===== src/rtl/elem_pkg.sv =====
// Shared types and helpers for the element-entry controller.
package elem_pkg;

   // Controller states
   typedef enum logic [2:0] {
      IDLE  = 3'd0,
      LOAD  = 3'd1,
      WRITE = 3'd2,
      INC   = 3'd3,
      DONE  = 3'd4
   } state_t;

   // Field positions inside an element word (field 0 in the LSBs)
   localparam int FLD_TYPE  = 0;
   localparam int FLD_VALUE = 1;
   localparam int FLD_EXP   = 2;
   localparam int FLD_NODES = 3;

   // Bit positions of the keys inside the edge-detector vector
   localparam int KEY_GO    = 0;
   localparam int KEY_RST   = 1;
   localparam int KEY_UNDO  = 2;
   localparam int KEY_OVER  = 3;
   localparam int NUM_KEYS  = 4;

   // Upper bounds for the generic packer; callers zero-extend into these
   localparam int PACK_MAX_FIELDS = 8;
   localparam int PACK_MAX_FW     = 32;

   typedef logic [PACK_MAX_FIELDS-1:0][PACK_MAX_FW-1:0] fld_arr_t;
   typedef logic [PACK_MAX_FIELDS*PACK_MAX_FW-1:0]      elem_word_t;

   // Concatenate nf fields of fw bits each, field 0 at the bottom
   function automatic elem_word_t pack_fields(input fld_arr_t f, input int nf, input int fw);
      elem_word_t w;
      w = '0;
      for (int i = 0; i < PACK_MAX_FIELDS; i++) begin
         for (int b = 0; b < PACK_MAX_FW; b++) begin
            if (i < nf && b < fw) w[8'(i*fw + b)] = f[3'(i)][5'(b)];
         end
      end
      return w;
   endfunction

endpackage


===== src/rtl/element_entry_ctrl_key_edge.sv =====
// Register-and-pulse edge detector: one press per rising edge of each key.
module key_edge #(
   parameter int W = 4
) (
   input  logic         clk,
   input  logic         rst_n,
   input  logic [W-1:0] key,
   output logic [W-1:0] press
);

   logic [W-1:0] key_q, key_d;

   // Previous key level is simply the current level one cycle later
   always_comb key_d = key;

   // Key history register
   always_ff @(posedge clk or negedge rst_n) begin
      if (!rst_n) key_q <= '0;
      else        key_q <= key_d;
   end

   assign press = key & ~key_q;

endmodule


===== src/rtl/element_entry_ctrl.sv =====
// Element-entry controller: gathers NUM_FIELDS switch fields per element,
// packs them and writes one word per element to element RAM.
module element_entry_ctrl
   import elem_pkg::*;
#(
   parameter int DATA_W       = 10,
   parameter int FIELD_W      = 8,
   parameter int NUM_FIELDS   = 4,
   parameter int MAX_ELEMENTS = 32,
   parameter int ADDR_W       = $clog2(MAX_ELEMENTS),
   parameter int CNT_W        = $clog2(MAX_ELEMENTS+1),
   parameter int FIDX_W       = $clog2(NUM_FIELDS)
) (
   input  logic                          clk,
   input  logic                          program_reset_n,
   input  logic                          start_process,
   input  logic                          go,
   input  logic                          input_reset,
   input  logic                          input_over,
   input  logic                          undo,
   input  logic [DATA_W-1:0]             data_in,
   output logic                          end_process,
   output logic [ADDR_W-1:0]             element_addr,
   output logic [NUM_FIELDS*FIELD_W-1:0] element_data,
   output logic                          element_wren,
   output logic [CNT_W-1:0]              num_elements,
   output logic [FIDX_W-1:0]             field_idx,
   output logic [FIELD_W-1:0]            field_value,
   output logic                          full
);

   localparam int                ELEM_W   = NUM_FIELDS*FIELD_W;
   localparam logic [CNT_W-1:0]  MAX_CNT  = CNT_W'(MAX_ELEMENTS);
   localparam logic [FIDX_W-1:0] LAST_FLD = FIDX_W'(NUM_FIELDS-1);

   state_t                               state_q, state_d;
   logic [NUM_FIELDS-1:0][FIELD_W-1:0]   field_q, field_d;
   logic [FIDX_W-1:0]                    fidx_q, fidx_d;
   logic [CNT_W-1:0]                     cnt_q, cnt_d;
   logic                                 wren_q, wren_d;
   logic [ADDR_W-1:0]                    addr_q, addr_d;
   logic [ELEM_W-1:0]                    data_q, data_d;
   logic [NUM_KEYS-1:0]                  press;
   fld_arr_t                             fld_ext;
   logic [ELEM_W-1:0]                    packed_w;
   logic                                 unused_data;

   key_edge #(.W(NUM_KEYS)) u_key_edge (
      .clk   (clk),
      .rst_n (program_reset_n),
      .key   ({input_over, undo, input_reset, go}),
      .press (press)
   );

   // Widen the field registers into the packer's generic array
   always_comb begin
      fld_ext = '0;
      for (int i = 0; i < NUM_FIELDS; i++) fld_ext[i][FIELD_W-1:0] = field_q[i];
   end

   assign packed_w = ELEM_W'(pack_fields(fld_ext, NUM_FIELDS, FIELD_W));

   // Next-state logic; presses are only honoured in LOAD, highest priority wins
   always_comb begin
      state_d = state_q;
      field_d = field_q;
      fidx_d  = fidx_q;
      cnt_d   = cnt_q;
      wren_d  = 1'b0;
      addr_d  = addr_q;
      data_d  = data_q;
      case (state_q)
         IDLE: begin
            if (start_process) begin
               state_d = LOAD;
               fidx_d  = '0;
               field_d = '0;
            end
         end
         LOAD: begin
            // A list that is already full bounces straight back to DONE
            if (cnt_q == MAX_CNT) begin
               state_d = DONE;
            end else if (press[KEY_OVER]) begin
               field_d = '0;
               fidx_d  = '0;
               state_d = DONE;
            end else if (press[KEY_RST]) begin
               field_d = '0;
               fidx_d  = '0;
            end else if (press[KEY_UNDO]) begin
               if (fidx_q != '0) begin
                  fidx_d                  = fidx_q - 1'b1;
                  field_d[fidx_q - 1'b1]  = '0;
               end else if (cnt_q != '0) begin
                  // RAM word stays; the next write simply overwrites it
                  cnt_d = cnt_q - 1'b1;
               end
            end else if (press[KEY_GO]) begin
               field_d[fidx_q] = data_in[FIELD_W-1:0];
               if (fidx_q == LAST_FLD) state_d = WRITE;
               else                    fidx_d  = fidx_q + 1'b1;
            end
         end
         WRITE: begin
            wren_d  = 1'b1;
            addr_d  = cnt_q[ADDR_W-1:0];
            data_d  = packed_w;
            state_d = INC;
         end
         INC: begin
            cnt_d   = cnt_q + 1'b1;
            field_d = '0;
            fidx_d  = '0;
            state_d = (cnt_d == MAX_CNT) ? DONE : LOAD;
         end
         DONE: begin
            if (!start_process) state_d = IDLE;
         end
         default: state_d = IDLE;
      endcase
   end

   // State and datapath registers; reset also kills an in-flight write strobe
   always_ff @(posedge clk or negedge program_reset_n) begin
      if (!program_reset_n) begin
         state_q <= IDLE;
         field_q <= '0;
         fidx_q  <= '0;
         cnt_q   <= '0;
         wren_q  <= 1'b0;
         addr_q  <= '0;
         data_q  <= '0;
      end else begin
         state_q <= state_d;
         field_q <= field_d;
         fidx_q  <= fidx_d;
         cnt_q   <= cnt_d;
         wren_q  <= wren_d;
         addr_q  <= addr_d;
         data_q  <= data_d;
      end
   end

   // Switch bits above the field width only matter to the display layer
   assign unused_data  = ^data_in;

   assign end_process  = (state_q == DONE);
   assign element_addr = addr_q;
   assign element_data = data_q;
   assign element_wren = wren_q;
   assign num_elements = cnt_q;
   assign field_idx    = fidx_q;
   assign field_value  = data_in[FIELD_W-1:0];
   assign full         = (cnt_q == MAX_CNT);

endmodule

===== config.mk =====
export PLATFORM = sky130hd
export DESIGN_NAME = element_entry_ctrl
export DESIGN_NICKNAME = d
export VERILOG_FILES = /design/src/rtl/elem_pkg.sv /design/src/rtl/element_entry_ctrl_key_edge.sv /design/src/rtl/element_entry_ctrl.sv
export SDC_FILE = /design/constraint.sdc
export NUM_CORES = 1
export LEC_CHECK = 0
export ABC_AREA = 1
export CAP_MARGIN = 20
export CORE_ASPECT_RATIO = 1.5
export CORE_MARGIN = 8
export CORE_UTILIZATION = 35
export DETAILED_ROUTE_END_ITERATION = 10
export GPL_ROUTABILITY_DRIVEN = 0
export PLACE_DENSITY = 0.62
export SLEW_MARGIN = 20
export SYNTH_ARGS = -nofsm -noshare
export SYNTH_HDL_FRONTEND = slang
export SYNTH_HIERARCHICAL = 1
export SYNTH_SLANG_ARGS = --single-unit

===== constraint.sdc =====
create_clock -name clk -period 3.35 [get_ports clk]
set_clock_uncertainty 0.1 [all_clocks]
set_input_delay 0.67 -clock clk [delete_from_list [all_inputs] [get_ports clk]]
set_output_delay 0.67 -clock clk [all_outputs]
set_load 0.03 [all_outputs]

==> results of run 1 <==
Yosys cell counts:
| cell type | count | area (um^2) |
|---|---|---|
| nand2_1 | 157 | 589 |
| o21ai_0 | 89 | 445 |
| dfrtp_1 | 85 | 2130 |
| inv_1 | 57 | 214 |
| nor2_1 | 56 | 210 |
| nand4_1 | 36 | 225 |
| nand3_1 | 34 | 170 |
| buf_2 | 13 | 65.1 |
| a21oi_1 | 11 | 55.1 |
| ha_1 | 11 | 138 |
| clkbuf_1 | 10 | 37.5 |
| buf_4 | 8 | 60.1 |
| nor2_2 | 7 | 43.8 |
| inv_2 | 4 | 15.0 |
| nand2_2 | 4 | 25.0 |
| nand3_2 | 4 | 40.0 |
| nand4_2 | 4 | 50.1 |
| xor2_1 | 4 | 35.0 |
| buf_6 | 3 | 33.8 |
| nor2_4 | 2 | 22.5 |
| nor3_1 | 2 | 10.0 |
| nor3_4 | 2 | 32.5 |
| xnor2_1 | 2 | 17.5 |
| clkinv_1 | 1 | 3.75 |
| nand3_4 | 1 | 17.5 |
| o211ai_1 | 1 | 7.51 |
| o21ai_1 | 1 | 5.00 |
| or2_0 | 1 | 6.26 |
cell type report:
cell class / instances / area (um^2)
multi-input combinational: 429 / 2150
sequential: 85 / 2130
inverter: 62 / 233
timing repair buffer: 77 / 751
clock inverter: 6 / 111
fill: 1328 / 7540
clock buffer: 10 / 229
tap: 162 / 203
registers in the layout, indices dropped and copies added (netlist names):
register          flops
element_addr          5
element_data         32
element_wren          1
field_idx             2
field_q              32
num_elements          6
state_q               3
u_key_edge/key_q      4
path summary, 6_finish.rpt:
kind	startpoint	to	slack, ns	depth (start not counted)
worst max register to register	field_idx[0]	field_q[25]	0.60	10
worst min-delay path	program_reset_n	element_data[9]	0.25	1
min in group clk	field_q[6]	field_q[6]	0.37	2
max in group asynchronous	program_reset_n	state_q[1]	2.16	2
worst min register to register	field_q[6]	field_q[6]	0.37	2
worst max-delay path	num_elements[0]	full	0.39	5
stage by stage:
stage	power [W]	std cells	hold WS, ns	util, %
floorplan	0.00317	610	0.274	-
global route	0.00536	831	0.329	43.5
finish	0.00500	831	0.255	43.5
global placement	0.00384	815	0.353	40.9
detailed placement	0.00389	815	0.357	40.9
CTS	0.00506	831	0.292	43.5
cell usage in the layout, fill, tap and decap left out, types with 7 or more instances in the layout:
cell / Yosys / routed
a21oi_1: 11 / 11
buf_4: 8 / 8
clkbuf_16: 0 / 9
clkdlybuf4s50_1: 0 / 69
dfrtp_1: 85 / 85
ha_1: 11 / 11
inv_1: 57 / 57
nand2_1: 157 / 157
nand3_1: 34 / 34
nand4_1: 36 / 36
nor2_1: 56 / 56
nor2_2: 7 / 7
o21ai_0: 89 / 89
logic make-up after synthesis:
| family | Yosys count | synth area share (%) |
|---|---|---|
| buffers and inverters | 96 | 9.13 |
| and+or+nand+nor | 310 | 30.7 |
| AOI/OAI and AO/OA | 102 | 10.9 |
| xor gates and xnor gates | 6 | 1.12 |
| DFF | 85 | 45.2 |
| adders and majority gates | 11 | 2.93 |
worst reg2reg max path: stages (launching register included):
cell      delay, ns
dfrtp_1        0.52
inv_1          0.19
ha_1           0.23
clkinv_1       0.16
nor3_1         0.11
nand2_2        0.09
nand2_2        0.06
nor2_4         0.62
nand3_2        0.35
nand2_1        0.16
nand2_1        0.06
power breakdown:
group          switching, W  leakage (nW)  internal (W)
combinational       0.00154          1.38      0.000756
sequential         0.000239          1.15       0.00132
clock              0.000415         0.163      0.000728
metal layers:
metal | track usage [%] | vias up | wire (um)
li1 | - | 2091 | -
met1 | 14.9 | 1971 | 4870
met2 | 25.1 | 115 | 6470
met3 | 2.84 | 17 | 565
met4 | 6.33 | 0 | 257
met5 | 0 | - | 0
==> results.txt, run 1 <==
Synth warn: 6
Number of cells upsized or downsized after cts: 0
Slew headroom: 34.5%
Slowest cell on crit path: clkdlybuf4s50_1
FP Rows: 52
Sequential share of the synthesized area: 45.2%
Cell leakage power: 2.70 nW
Crit path cell chain: inv_1, ha_1, nand4_1, inv_1, clkdlybuf4s50_1
Gr ovfl total: 0
Top delay family on crit path: buffers and inverters
Final worst-path setup slack: 0.388 ns
Initial antenna violation count: 0
Worst slew pin tran: 0.981 ns
IO Port Bufs: 70
Worst-Skew Late Latency: 0.35 ns
RSZ-0062 raised after global routing: no
DR vias: 4194
Post-Route WL: 12.2 mm
Post-Syn Area: 0.00470 mm^2
DRC: 0
Final instance area: 0.00580 mm^2
Final setup viols: 0
Syn Inst Count: 610
Buf/Inv on CP: 3
Peak VDD IR: 0.441 mV
Setup TNS Final: 0 ns
Clock sink count: 85
Iter 0 DRT Violations: 310
Clock root buffer: clkbuf_16
Syn_nets: 638
Mean Syn Cell Area: 7.71 um^2
Tot GR Track Use: 13.8%
CTS H-tree depth: 3
ANT nets after route: 0
Clk slew on worst S/H paths: 0.07 ns
DRT Pass-1 Iters: 5
Critical path launch point type: flop
Layout area overhead: 23.3%
Clock buffer count from CTS: 9
Fmax: 338 MHz
CP Class: reg2out
Die width: 111 um
Ports: 73
Placed inst area: 0.00546 mm^2
Pin count of the biggest net entering global routing: 68
Final HPWL DP: 8.65 mm
Initial Util: 35.3%
Vias in the first global route: 4025
Setup repair bufs after CTS: 0
Fin. Hold Viols: 0
Via/cell ratio: 5.05
Core area: 0.0133 mm^2
Max Cap Viol: 0
Clock Path Buffers: 2
CTS tree: done
Share of cells above drive strength 1: 7.62%
Fin crit share: 88.4%
Hold-fix buffers, CTS: 0
Status: finished clean
Synthesized flop and latch total: 85
Most frequent CP cell: inv_1
Worst slack, placed: 0.321 ns
Chip height: 158 um
Pwr dens: 863 mW/mm^2
First-pass GRT wire length: 19.9 mm
Layout net count: 692
Worst path max stage delay: 0.68 ns
Worst Path Required: 2.58 ns
Worst min path class: in2async
Worst Path Arrival: 2.19 ns
Worst setup EP type: output port
Critical-path maximum fanout: 6
Ant diodes: 0
Crit path time final: 2.96 ns
Slew Limit Fails: 0
Die footprint: 0.0175 mm^2
WL/cell: 14.6 um
Yosys cell types: 28
(Power assumes the default switching activity.)
==> run 2, diff against run 1 <==
CORE_UTILIZATION = 30   (was 35)
PLACE_DENSITY = 0.56   (was 0.62)
==> results.txt, run 2 (synthesis results as in run 1) <==
M1 GR Usage: 14.2% (was 14.9%)
Cell leakage power: 2.68 nW (was 2.70 nW)
Slew Limit Fails: 0 (unchanged)
Layout net count: 695 (was 692)
Pin count of the biggest net entering global routing: 68 (unchanged)
Worst Path Required: 2.58 ns (about the same)
Number of cells upsized or downsized after cts: 0 (unchanged)
Chip height: 169 um (was 158 um)
Initial Util: 30.4% (was 35.3%)
DR vias: 4186 (was 4194)
Slowest cell on crit path: clkdlybuf4s50_1 (unchanged)
WL/cell: 14.6 um (about the same)
Clock Path Buffers: 2 (unchanged)
Commonest non-fill, non-tap cell in the layout: nand2_1 (unchanged)
Iter 0 DRT Violations: 294 (was 310)
Worst min path class: in2async (unchanged)
Pwr dens: 835 mW/mm^2 (was 863 mW/mm^2)
Final setup viols: 0 (unchanged)
Gr ovfl total: 0 (unchanged)
ANT nets after route: 0 (unchanged)
Via/cell ratio: 4.79 (was 5.05)
CTS tree: done (unchanged)
Final HPWL DP: 9.30 mm (was 8.65 mm)
Fillers: 1598 (was 1328)
Slew headroom: 33.3% (was 34.5%)
Vias in the first global route: 4186 (was 4025)
Fin. Hold Viols: 0 (unchanged)
Clock sink count: 85 (unchanged)
Setup TNS Final: 0 ns (unchanged)
Fin crit share: 88.5% (was 88.4%)
Ant diodes: 0 (unchanged)
Worst setup EP type: output port (unchanged)
Fin cells: 873 (was 831)
CP Class: reg2out (unchanged)
Critical path launch point type: flop (unchanged)
FP Rows: 56 (was 52)
DRC: 0 (unchanged)
Critical-path maximum fanout: 6 (unchanged)
Worst Path Arrival: 2.19 ns (about the same)
Worst path max stage delay: 0.68 ns (about the same)
Clock buffer count from CTS: 9 (unchanged)
Final instance area: 0.00580 mm^2 (unchanged)
Met3 Use GR: 3.53% (was 2.84%)
Most frequent CP cell: inv_1 (unchanged)
Placed cell count: 859 (was 815)
IO Port Bufs: 70 (unchanged)
Max Cap Viol: 0 (unchanged)
First-pass GRT wire length: 21.2 mm (was 19.9 mm)
Peak VDD IR: 0.308 mV (was 0.441 mV)
Setup repair bufs after CTS: 0 (unchanged)
Layout area overhead: 23.3% (unchanged)
Clk slew on worst S/H paths: 0.06 ns (was 0.07 ns)
Crit path cell chain: inv_1, ha_1, nand4_1, inv_1, clkdlybuf4s50_1 (unchanged)
Most frequent cells in the layout: nand2_1, o21ai_0, dfrtp_1 (unchanged)
RSZ-0062 raised after global routing: no (unchanged)
CTS H-tree depth: 3 (unchanged)
Fmax: 337 MHz (was 338 MHz)
DRT Pass-1 Iters: 5 (unchanged)
Crit path time final: 2.96 ns (about the same)
Share of cells above drive strength 1: 7.76% (was 7.62%)
Ports: 73 (unchanged)
Placed inst area: 0.00553 mm^2 (was 0.00546 mm^2)
GRT met2 Usage: 23.4% (was 25.1%)
Total power: 0.00484 W (was 0.00500 W)
Die width: 118 um (was 111 um)
Tot GR Track Use: 13.0% (was 13.8%)
Worst slew pin tran: 0.999 ns (was 0.981 ns)
Hold-fix buffers, CTS: 0 (unchanged)
Die footprint: 0.0200 mm^2 (was 0.0175 mm^2)
Initial antenna violation count: 0 (unchanged)
Post-Route WL: 12.8 mm (was 12.2 mm)
Core area: 0.0155 mm^2 (was 0.0133 mm^2)
Status: finished clean (unchanged)
Worst-Skew Late Latency: 0.34 ns (was 0.35 ns)
Grt peak-use layer: met2 (unchanged)
Clock root buffer: clkbuf_16 (unchanged)
-- run 2: cell types whose count changed in the layout (fill, tap and decap cells not counted) --
cell | previous run | this run
bufinv_16 | 3 | 0
clkbuf_8 | 0 | 2
buf_4 | 8 | 11
clkinvlp_4 | 1 | 0
clkinv_2 | 1 | 2
clkinv_4 | 1 | 0
-- run 2: final timing paths --
path / from / end / slack [ns] / depth (start not counted)
worst min register to register: field_q[15] / field_q[15] / 0.37 / 2
worst min-delay path: program_reset_n / field_q[3] / 0.21 / 1
worst max register to register: field_idx[0] / field_q[18] / 1.03 / 10
max in group asynchronous: program_reset_n / element_data[21] / 2.17 / 2
min in group clk: field_q[15] / field_q[15] / 0.37 / 2
worst max-delay path: num_elements[0] / full / 0.39 / 5
-- run 2: critical path, delay by kind of cell (launching register included) --
kind | cells | cell delay (ns)
buffers and inverters | 3 | 1.00
flip-flops | 1 | 0.41
AND/OR/NAND/NOR | 1 | 0.19
adder cells (fa/ha/maj) | 1 | 0.24
-- run 2: routing by layer --
metal  vias up  routed length, um
met2        94               6690
met1      1974               5270
li1       2103                  -
met4         0                233
met5         -                  0
met3        15                584
-- run 2: layout make-up --
type / instances / area (um^2) / area share, %
multi-input combinational: 429 / 2150 / 37.0
sequential: 85 / 2130 / 36.7
timing repair buffer: 80 / 773 / 13.3
clock buffer: 12 / 256 / 4.42
tap: 203 / 254 / 4.38
inverter: 62 / 233 / 4.01
clock inverter: 2 / 10.0 / 0.173
-- run 2: power breakdown --
group / switching, W / total [W] / internal (W) / leakage, nW
clock network: 0.000384 / 0.000916 / 0.000532 / 0.134
registers: 0.000234 / 0.00156 / 0.00132 / 1.15
logic: 0.00158 / 0.00237 / 0.000785 / 1.40
total: 0.00220 / 0.00484 / 0.00264 / 2.68
-- run 2: stage by stage --
step           hold slack (ns)  utilization [%]  setup slack, ns
3_5_place_dp             0.359             35.7            0.600
6_report                 0.212             37.5            0.386
2_1_floorplan            0.274                -             1.29
3_3_place_gp             0.354             35.7            0.602
5_1_grt                  0.244             37.5            0.248
4_1_cts                  0.218             37.5            0.364
==> run 3, diff against run 2 <==
ABC_AREA = unset   (was 1)
SKIP_LAST_GASP = 1   (was unset)
==> results.txt, run 3 <==
Fin. Hold Viols: 0 (unchanged)
Cell leakage power: 2.35 nW (was 2.68 nW)
CTS H-tree depth: 3 (unchanged)
Post-synth EDFFs: 0 (unchanged)
Worst-Skew Late Latency: 0.33 ns (was 0.34 ns)
CP Depth: 6 (was 5)
Status: finished clean (unchanged)
Leading post-synthesis cells by instance count: dfrtp_1, mux2_2, a22o_1 (was nand2_1, o21ai_0, dfrtp_1)
CP Class: reg2out (unchanged)
Share of cells above drive strength 1: 20.5% (was 7.76%)
Chip height: 161 um (was 169 um)
Yosys cell types: 47 (was 28)
Commonest non-fill, non-tap cell in the layout: dfrtp_1 (was nand2_1)
Fmax: 327 MHz (was 337 MHz)
ANT nets after route: 0 (unchanged)
Initial Util: 30.2% (was 30.4%)
Initial antenna violation count: 0 (unchanged)
CTS tree: done (unchanged)
Synthesized flop and latch total: 85 (unchanged)
Crit path time final: 3.06 ns (was 2.96 ns)
RSZ-0062 raised after global routing: no (unchanged)
Clock buffer count from CTS: 9 (unchanged)
Most frequent CP cell: inv_1 (unchanged)
Pwr dens: 652 mW/mm^2 (was 835 mW/mm^2)
Slew Limit Fails: 0 (unchanged)
Fin cells: 560 (was 873)
Most frequent cells in the layout: dfrtp_1, clkdlybuf4s50_1, mux2_2 (was nand2_1, o21ai_0, dfrtp_1)
Gr ovfl total: 0 (unchanged)
Final worst-path setup slack: 0.290 ns (was 0.386 ns)
Fillers: 1346 (was 1598)
Most common cell in the netlist: dfrtp_1 (was nand2_1)
Post-synth ARST share: 100% (unchanged)
Clock root buffer: clkbuf_16 (unchanged)
Ant diodes: 0 (unchanged)
Max Cap Viol: 0 (unchanged)
Post-synth top area share: 50.8% (was 45.2%)
Number of cells upsized or downsized after cts: 0 (unchanged)
Crit path cell chain: inv_1, ha_1, nor4b_4, nand2_1, inv_1, clkdlybuf4s50_1 (was inv_1, ha_1, nand4_1, inv_1, clkdlybuf4s50_1)
Slowest cell on crit path: clkdlybuf4s50_1 (unchanged)
Final HPWL DP: 7.45 mm (was 9.30 mm)
Placed inst area: 0.00497 mm^2 (was 0.00553 mm^2)
Ports: 73 (unchanged)
Die width: 112 um (was 118 um)
Worst setup EP type: output port (unchanged)
Worst Path Arrival: 2.29 ns (was 2.19 ns)
Buf/Inv on CP: 3 (unchanged)
Syn Inst Count: 333 (was 610)
Layout area overhead: 26.2% (was 23.3%)
Critical path launch point type: flop (unchanged)
Mean Syn Cell Area: 12.6 um^2 (was 7.71 um^2)
Core area: 0.0139 mm^2 (was 0.0155 mm^2)
Via/cell ratio: 5.21 (was 4.79)
DRT Pass-1 Iters: 4 (was 5)
Iter 0 DRT Violations: 108 (was 294)
Syn_nets: 361 (was 638)
Pin count of the biggest net entering global routing: 59 (was 68)
Post-Route WL: 10.0 mm (was 12.8 mm)
Worst Path Required: 2.58 ns (about the same)
Clk slew on worst S/H paths: 0.06 ns (about the same)
First-pass GRT wire length: 16.7 mm (was 21.2 mm)
Synth warn: 6 (unchanged)
FP Rows: 53 (was 56)
Peak VDD IR: 0.337 mV (was 0.308 mV)
Die footprint: 0.0181 mm^2 (was 0.0200 mm^2)
Hold-fix buffers, CTS: 0 (unchanged)
Sequential share of the synthesized area: 50.8% (was 45.2%)
Fin crit share: 91.3% (was 88.5%)
Final instance area: 0.00529 mm^2 (was 0.00580 mm^2)
Clock Path Buffers: 2 (unchanged)
Clock sink count: 85 (unchanged)
Setup repair bufs after CTS: 0 (unchanged)
Area contributors post-synth: dfrtp_1, mux2_2, a32o_1, a22o_1, ha_1 (was dfrtp_1, nand2_1, o21ai_0, nand4_1, inv_1)
Critical-path maximum fanout: 7 (was 6)
DR vias: 2918 (was 4186)
Post-Syn Area: 0.00419 mm^2 (was 0.00470 mm^2)
Top delay family on crit path: buffers and inverters (unchanged)
Final Util: 38.2% (was 37.5%)
Worst path max stage delay: 0.68 ns (about the same)
Setup TNS Final: 0 ns (unchanged)
Final setup viols: 0 (unchanged)
DRC: 0 (unchanged)
IO Port Bufs: 70 (unchanged)
Reg2reg path depth: 7 (was 10)
Worst slack, placed: 0.457 ns (was 0.600 ns)
Worst min path class: in2async (unchanged)
Layout net count: 420 (was 695)
Placed cell count: 546 (was 859)
Cell taking the most area after synthesis: dfrtp_1 (unchanged)
Tot GR Track Use: 11.6% (was 13.0%)
WL/cell: 17.9 um (was 14.6 um)
Worst slew pin tran: 0.755 ns (was 0.999 ns)
Slew headroom: 49.7% (was 33.3%)
Synth Flop Type: dfrtp_1 (unchanged)
Vias in the first global route: 3062 (was 4186)
[run 3: cell count changes in the layout (fill, tap and decap cells not counted), sizes merged, moves of 25 or more]
| cell | before | now |
|---|---|---|
| nand2 | 161 | 7 |
| o21ai | 90 | 9 |
| inv | 61 | 7 |
| nor2 | 65 | 17 |
| mux2 | 0 | 44 |
| nand4 | 40 | 1 |
| nand3 | 39 | 3 |
| a22o | 0 | 26 |
| a32o | 0 | 25 |
[run 3: per-layer routing]
metal	global-route usage (%)	vias to the layer above	wire length, um
met3	2.74	12	460
met2	20.7	70	5410
li1	-	1350	-
met5	0	-	0
met1	12.8	1486	4000
met4	4.87	0	176
[run 3: path summary, 6_finish.rpt]
check,end,slack (ns),from
setup / recovery,full,0.29,num_elements[0]
hold reg to reg,element_data[28],0.40,element_data[28]
min in group clk,element_data[28],0.40,element_data[28]
hold / removal,num_elements[4],0.30,program_reset_n
max in group asynchronous,element_data[27],2.13,program_reset_n
setup reg to reg,field_q[16],0.79,field_idx[0]
[run 3: cell type report]
type                    instances  area (um^2)  area share [%]
clock buffers                  10          239            4.52
clock inverters                 4         73.8            1.40
multi-input cells             210         1850            35.0
flip-flops and latches         85         2130            40.2
well taps                     165          206            3.90
repair buffers                 79          766            14.5
inverters                       7         26.3           0.497
[run 3: kinds of logic (layout without fill, tap and decap cells)]
family | after synthesis | in the layout | synth area share [%]
AO/OA/AOI/OAI | 86 | 86 | 17.7
adder cells (fa/ha/maj) | 11 | 11 | 3.29
multiplexers | 44 | 44 | 11.8
AND/OR/NAND/NOR | 63 | 63 | 9.92
flip-flops | 85 | 85 | 50.8
XOR/XNOR | 6 | 6 | 1.25
buffers and inverters | 38 | 100 | 5.26
[run 3: worst register-to-register path, stage by stage (launching register included)]
cell and delay (ns):
dfrtp_1 0.49, inv_1 0.14, ha_1 0.36, nand2_1 0.18, o21a_1 0.19, o221a_4 0.45, o21ai_4 0.20, mux2_1 0.34
[run 3: report_power, final]
group	total (W)	internal, W	switching, W
Sequential	0.00129	0.00114	0.000148
Clock	0.00105	0.000665	0.000380
Combinational	0.00112	0.000442	0.000676
Total	0.00345	0.00225	0.00120
[run 3: through the flow]
| step | power [W] | hold WS, ns |
|---|---|---|
| detailed placement | 0.00244 | 0.395 |
| global placement | 0.00240 | 0.393 |
| global route | 0.00364 | 0.351 |
| CTS | 0.00349 | 0.337 |
| finish | 0.00345 | 0.299 |
| floorplan | 0.00211 | 0.274 |
==> variant 1: new RTL, settings of run 3 <==
The parameter `NUM_FIELDS` goes from 4 to 8.
--- a/src/rtl/element_entry_ctrl.sv
+++ b/src/rtl/element_entry_ctrl.sv
@@ -5,7 +5,7 @@
 #(
    parameter int DATA_W       = 10,
    parameter int FIELD_W      = 8,
-   parameter int NUM_FIELDS   = 4,
+   parameter int NUM_FIELDS   = 8,
    parameter int MAX_ELEMENTS = 32,
    parameter int ADDR_W       = $clog2(MAX_ELEMENTS),
    parameter int CNT_W        = $clog2(MAX_ELEMENTS+1),
Interface: changed (resized element_data and field_idx); port bits go from 73 to 106. No check against the original RTL was run, so the function may have changed too.
==> variant 1 against run 3 <==
- final cell count rose by 0.71%
- sequential cell count rose by 1
- global-route usage fell by 0.17 points
- worst setup slack improved by 0.15 ns
- power down 3.8%
- area after synthesis down 1.7%
- largest power group unchanged
- design area down 1.9%
- combinational power decreased by 8%
- routed wire length shrank 1.1%
==> variant 1: results (changes against run 3) <==
Parameter                              Value

GRT
  Wire length of the first global-routing pass    15.92 mm (-4.5%)
  Global Route met1 Usage    11.96% (-0.85 points)
  Global routing usage on met3    4.176% (+1.4 points)
  GR Layer Usage met2    20.02% (-0.70 points)

Power
  Power Density    640.0 mW/mm² (-1.9%)
  Maximum vdd ir drop    0.2574 mV (-24%)
  Switching power total    1.157 mW (-3.9%)
  Power share of the sequential group    38.7% (+1.4 points)

Drt
  Post-Route M1 WL    3.823 mm (-4.4%)
  First-iteration detailed-routing DRC count    107 (-0.93%)
  Vias after detailed routing    2752 (-5.7%)
  Aggregate routed wire length    9.931 mm (-1.1%)
  Detailed-route wire length per cell    17.61 µm (-1.8%)

Logic synthesis
  Register area share after synthesis    52.26% (+1.5 points)
  Syn_area_per_cell    12.63 µm² (+0.41%)
  Cell types with the largest area share after synthesis    dfrtp_1 52%, mux2_2 10%, a32o_1 7.8%

Final layout
  Layout clock area frac    5.985% (+0.069 points)
  Fillers    1316 (-2.2%)
  Number of nets at the end of the flow    421 (+0.24%)

Placed design
  Count of buffers inserted at the top-level ports    71 (+1.4%)
  Placed instance area    0.004871 mm² (-2.1%)
  Number of placed cells counting well taps    548 (+0.37%)
  Half-perimeter wire length of the detailed placement result    7.287 mm (-2.1%)

Timing
  Remaining max-slew budget at the tightest pin    47.19% (-2.5 points)
  Period utilisation layout    86.96% (-4.4 points)
  Worst hold slack across all endpoints    0.3047 ns (+0.006027 ns)

Status
  Status    finished clean

Critical path
  Worst-path fanout max    8 (+1)
  Startpoint of the worst setup timing path    num_elements[3]$_DFFE_PN0P_
  Delay of the slowest cell on the worst path    0.70 ns (+0.02 ns)
[variant 1: cell types whose count changed in the layout (fill, tap and decap cells not counted), moves of 6 or more]
cell / delta
a32o_1: +7
nand2_1: +6
a22oi_1: -6
or3_1: +6
nor2b_1: -11
conb_1: +32
a22o_1: -26
[variant 1: cells by family (layout without fill, tap and decap cells)]
| kind of cell | Yosys count | in the layout | share of synthesized area (%) |
|---|---|---|---|
| xor+xnor | 8 | 8 | 1.702 |
| compound gates | 54 | 54 | 11.67 |
| fa+ha+maj | 7 | 7 | 2.127 |
| mux | 41 | 41 | 11.21 |
| buf+inv | 57 | 102 | 9.085 |
| flops | 86 | 86 | 52.26 |
| simple gates | 72 | 72 | 11.85 |
| other cells | 1 | 32 | 0.09107 |
[variant 1: worst reg2reg max path, stage by stage, from the launching register on]
cell      delay [ns]
dfrtp_1         0.51
inv_1           0.15
ha_1            0.22
nor2b_1         0.14
nor2b_1         0.18
nand2b_1        0.25
nor3_2          0.53
a32o_1          0.25
==> variant 2: new RTL, config.mk and constraints of run 3 <==
Without the edit above. Re-encode `state_t` (5 states) as one-hot, 5 bits wide.
--- a/src/rtl/elem_pkg.sv
+++ b/src/rtl/elem_pkg.sv
@@ -2,12 +2,12 @@
 package elem_pkg;
 
    // Controller states
-   typedef enum logic [2:0] {
-      IDLE  = 3'd0,
-      LOAD  = 3'd1,
-      WRITE = 3'd2,
-      INC   = 3'd3,
-      DONE  = 3'd4
+   typedef enum logic [4:0] {
+      IDLE  = 5'b00001,
+      LOAD  = 5'b00010,
+      WRITE = 5'b00100,
+      INC   = 5'b01000,
+      DONE  = 5'b10000
    } state_t;
 
    // Field positions inside an element word (field 0 in the LSBs)
Formal check against the unedited RTL: same outputs for any inputs over 10 cycles, from zero or initial values and one cycle with program_reset_n low; not proved beyond that.
==> variant 2 against run 3 <==
- area after synthesis decreased by 8.8%
- power decreased by 20%
- non-clock buffer count increased by 2
- routed wire length decreased by 3.7%
- register-to-register slack improved by 0.04 ns
- design area decreased by 6.5%
- global-route usage increased by 0.43 points
- die area decreased by 7.7%
- via count decreased by 1.9%
- largest power group unchanged
- worst setup slack got worse by 0.12 ns
- sequential cell count increased by 2
- sequential share of layout area increased by 3.8 points
- hold slack improved by 0.0072 ns
==> variant 2: results (changes against run 3) <==
Parameter                              Value

Logic synthesis
  Synth Area in Adders    2.947% (-0.34 points)
  Portion of netlist area occupied by mux cells    1.408% (-10 points)
  Compound-cell area share of the yosys netlist    12.41% (-5.3 points)
  Synthesized netlist cell count    372 (+12%)
  Cell types with the largest area share after synthesis    dfrtp_1 56%, nand2_1 11%, o2bb2ai_1 5.5%
  Net count of the mapped netlist    398 (+10%)
  Share of synthesized registers carrying an async set or reset    100.0% (unchanged)
  Most frequent cells after synthesis    117 x nand2_1, 86 x dfrtp_1, 24 x o2bb2ai_1
  Register area share after synthesis    57.01% (+6.2 points)
  Post-synthesis xor/xnor area fraction    1.375% (+0.12 points)
  Library cell with the highest instance count after synthesis    nand2_1

Critical path
  Reg2reg path depth    8 (+1)
  R2R Setup Slk    0.83 ns (+0.04 ns)
  Startpoint of the worst setup timing path    num_elements[1]$_DFFE_PN0P_
  R2R Path End    field_q[9]$_DFFE_PN0P_
  Data arrival, critical path    2.41 ns (+0.12 ns)
  Worst-path fanout max    6 (-1)
  Critical register-to-register path startpoint    num_elements[0]$_DFFE_PN0P_
  Delay of the slowest cell on the worst path    0.70 ns (+0.02 ns)

Drt
  Vias after detailed routing    2863 (-1.9%)
  Met3 routed wirelength    449 µm (-2.4%)
  First-iteration detailed-routing DRC count    137 (+27%)
  Met2 WL post-DR    5.171 mm (-4.4%)
  Post-Route M1 WL    3.835 mm (-4.1%)
  Aggregate routed wire length    9.676 mm (-3.7%)
  Detailed-route wire length per cell    16.13 µm (-10%)

GRT
  Global Route met1 Usage    13.62% (+0.81 points)
  Global routing usage on met3    2.704% (-0.040 points)
  Global router's overall resource usage    12.03% (+0.43 points)
  Maximum number of pins on one net before global-route repair    88 (+49%)
  GR Layer Usage met2    20.77% (+0.050 points)
  Via count of the first global-routing pass    3061 (-0.033%)
  Wire length of the first global-routing pass    15.80 mm (-5.2%)

Timing
  Worst hold slack across all endpoints    0.3059 ns (+0.007220 ns)
  Shortest period the worst path allows    3.176 ns (+0.1161 ns)
  Remaining max-slew budget at the tightest pin    47.55% (-2.1 points)

Final layout
  Fraction of final layout cells with drive strength greater than 1    9.234% (-11 points)
  Fillers    1219 (-9.4%)
  Number of nets at the end of the flow    465 (+11%)
  Core utilization of the finished layout    39.73% (+1.6 points)

Placed design
  Half-perimeter wire length of the detailed placement result    6.970 mm (-6.4%)
  Worst Setup Slack post-DPL    0.3975 ns (-0.05903 ns)
  Placed instance area    0.004662 mm² (-6.3%)

Power
  Maximum vdd ir drop    0.2404 mV (-29%)
  Fraction of power consumed by the clock network    34.7% (+4.4 points)
  Switching power total    0.8770 mW (-27%)
  LEAKAGE    2.328 nW (-0.95%)
  Clock group power    0.955 mW (-9%)
  Comb power    0.614 mW (-45%)

Status
  Status    finished clean
==> variant 2: cell types whose count changed in the layout (fill, tap and decap cells not counted), moves of 4 or more <==
cell / run 3 / this run
a22o_1: 26 / 10
a211oi_1: 0 / 4
nand3_1: 3 / 9
a22oi_1: 8 / 1
o2bb2ai_1: 0 / 24
mux2_2: 42 / 3
nand2_1: 7 / 117
nor2b_1: 13 / 3
a21oi_1: 7 / 1
o21ai_1: 0 / 4
a32o_1: 25 / 0
==> variant 2: cell type report <==
cell class | count | area [µm²] | area share (%)
Inverter | 8 | 30.03 | 0.6071
Tap cell | 156 | 195.2 | 3.946
Sequential cell | 87 | 2178 | 44.04
Timing Repair Buffer | 81 | 784.5 | 15.86
Clock inverter | 6 | 41.29 | 0.8348
Clock buffer | 10 | 239.0 | 4.832
Multi-Input combinational cell | 252 | 1478 | 29.88
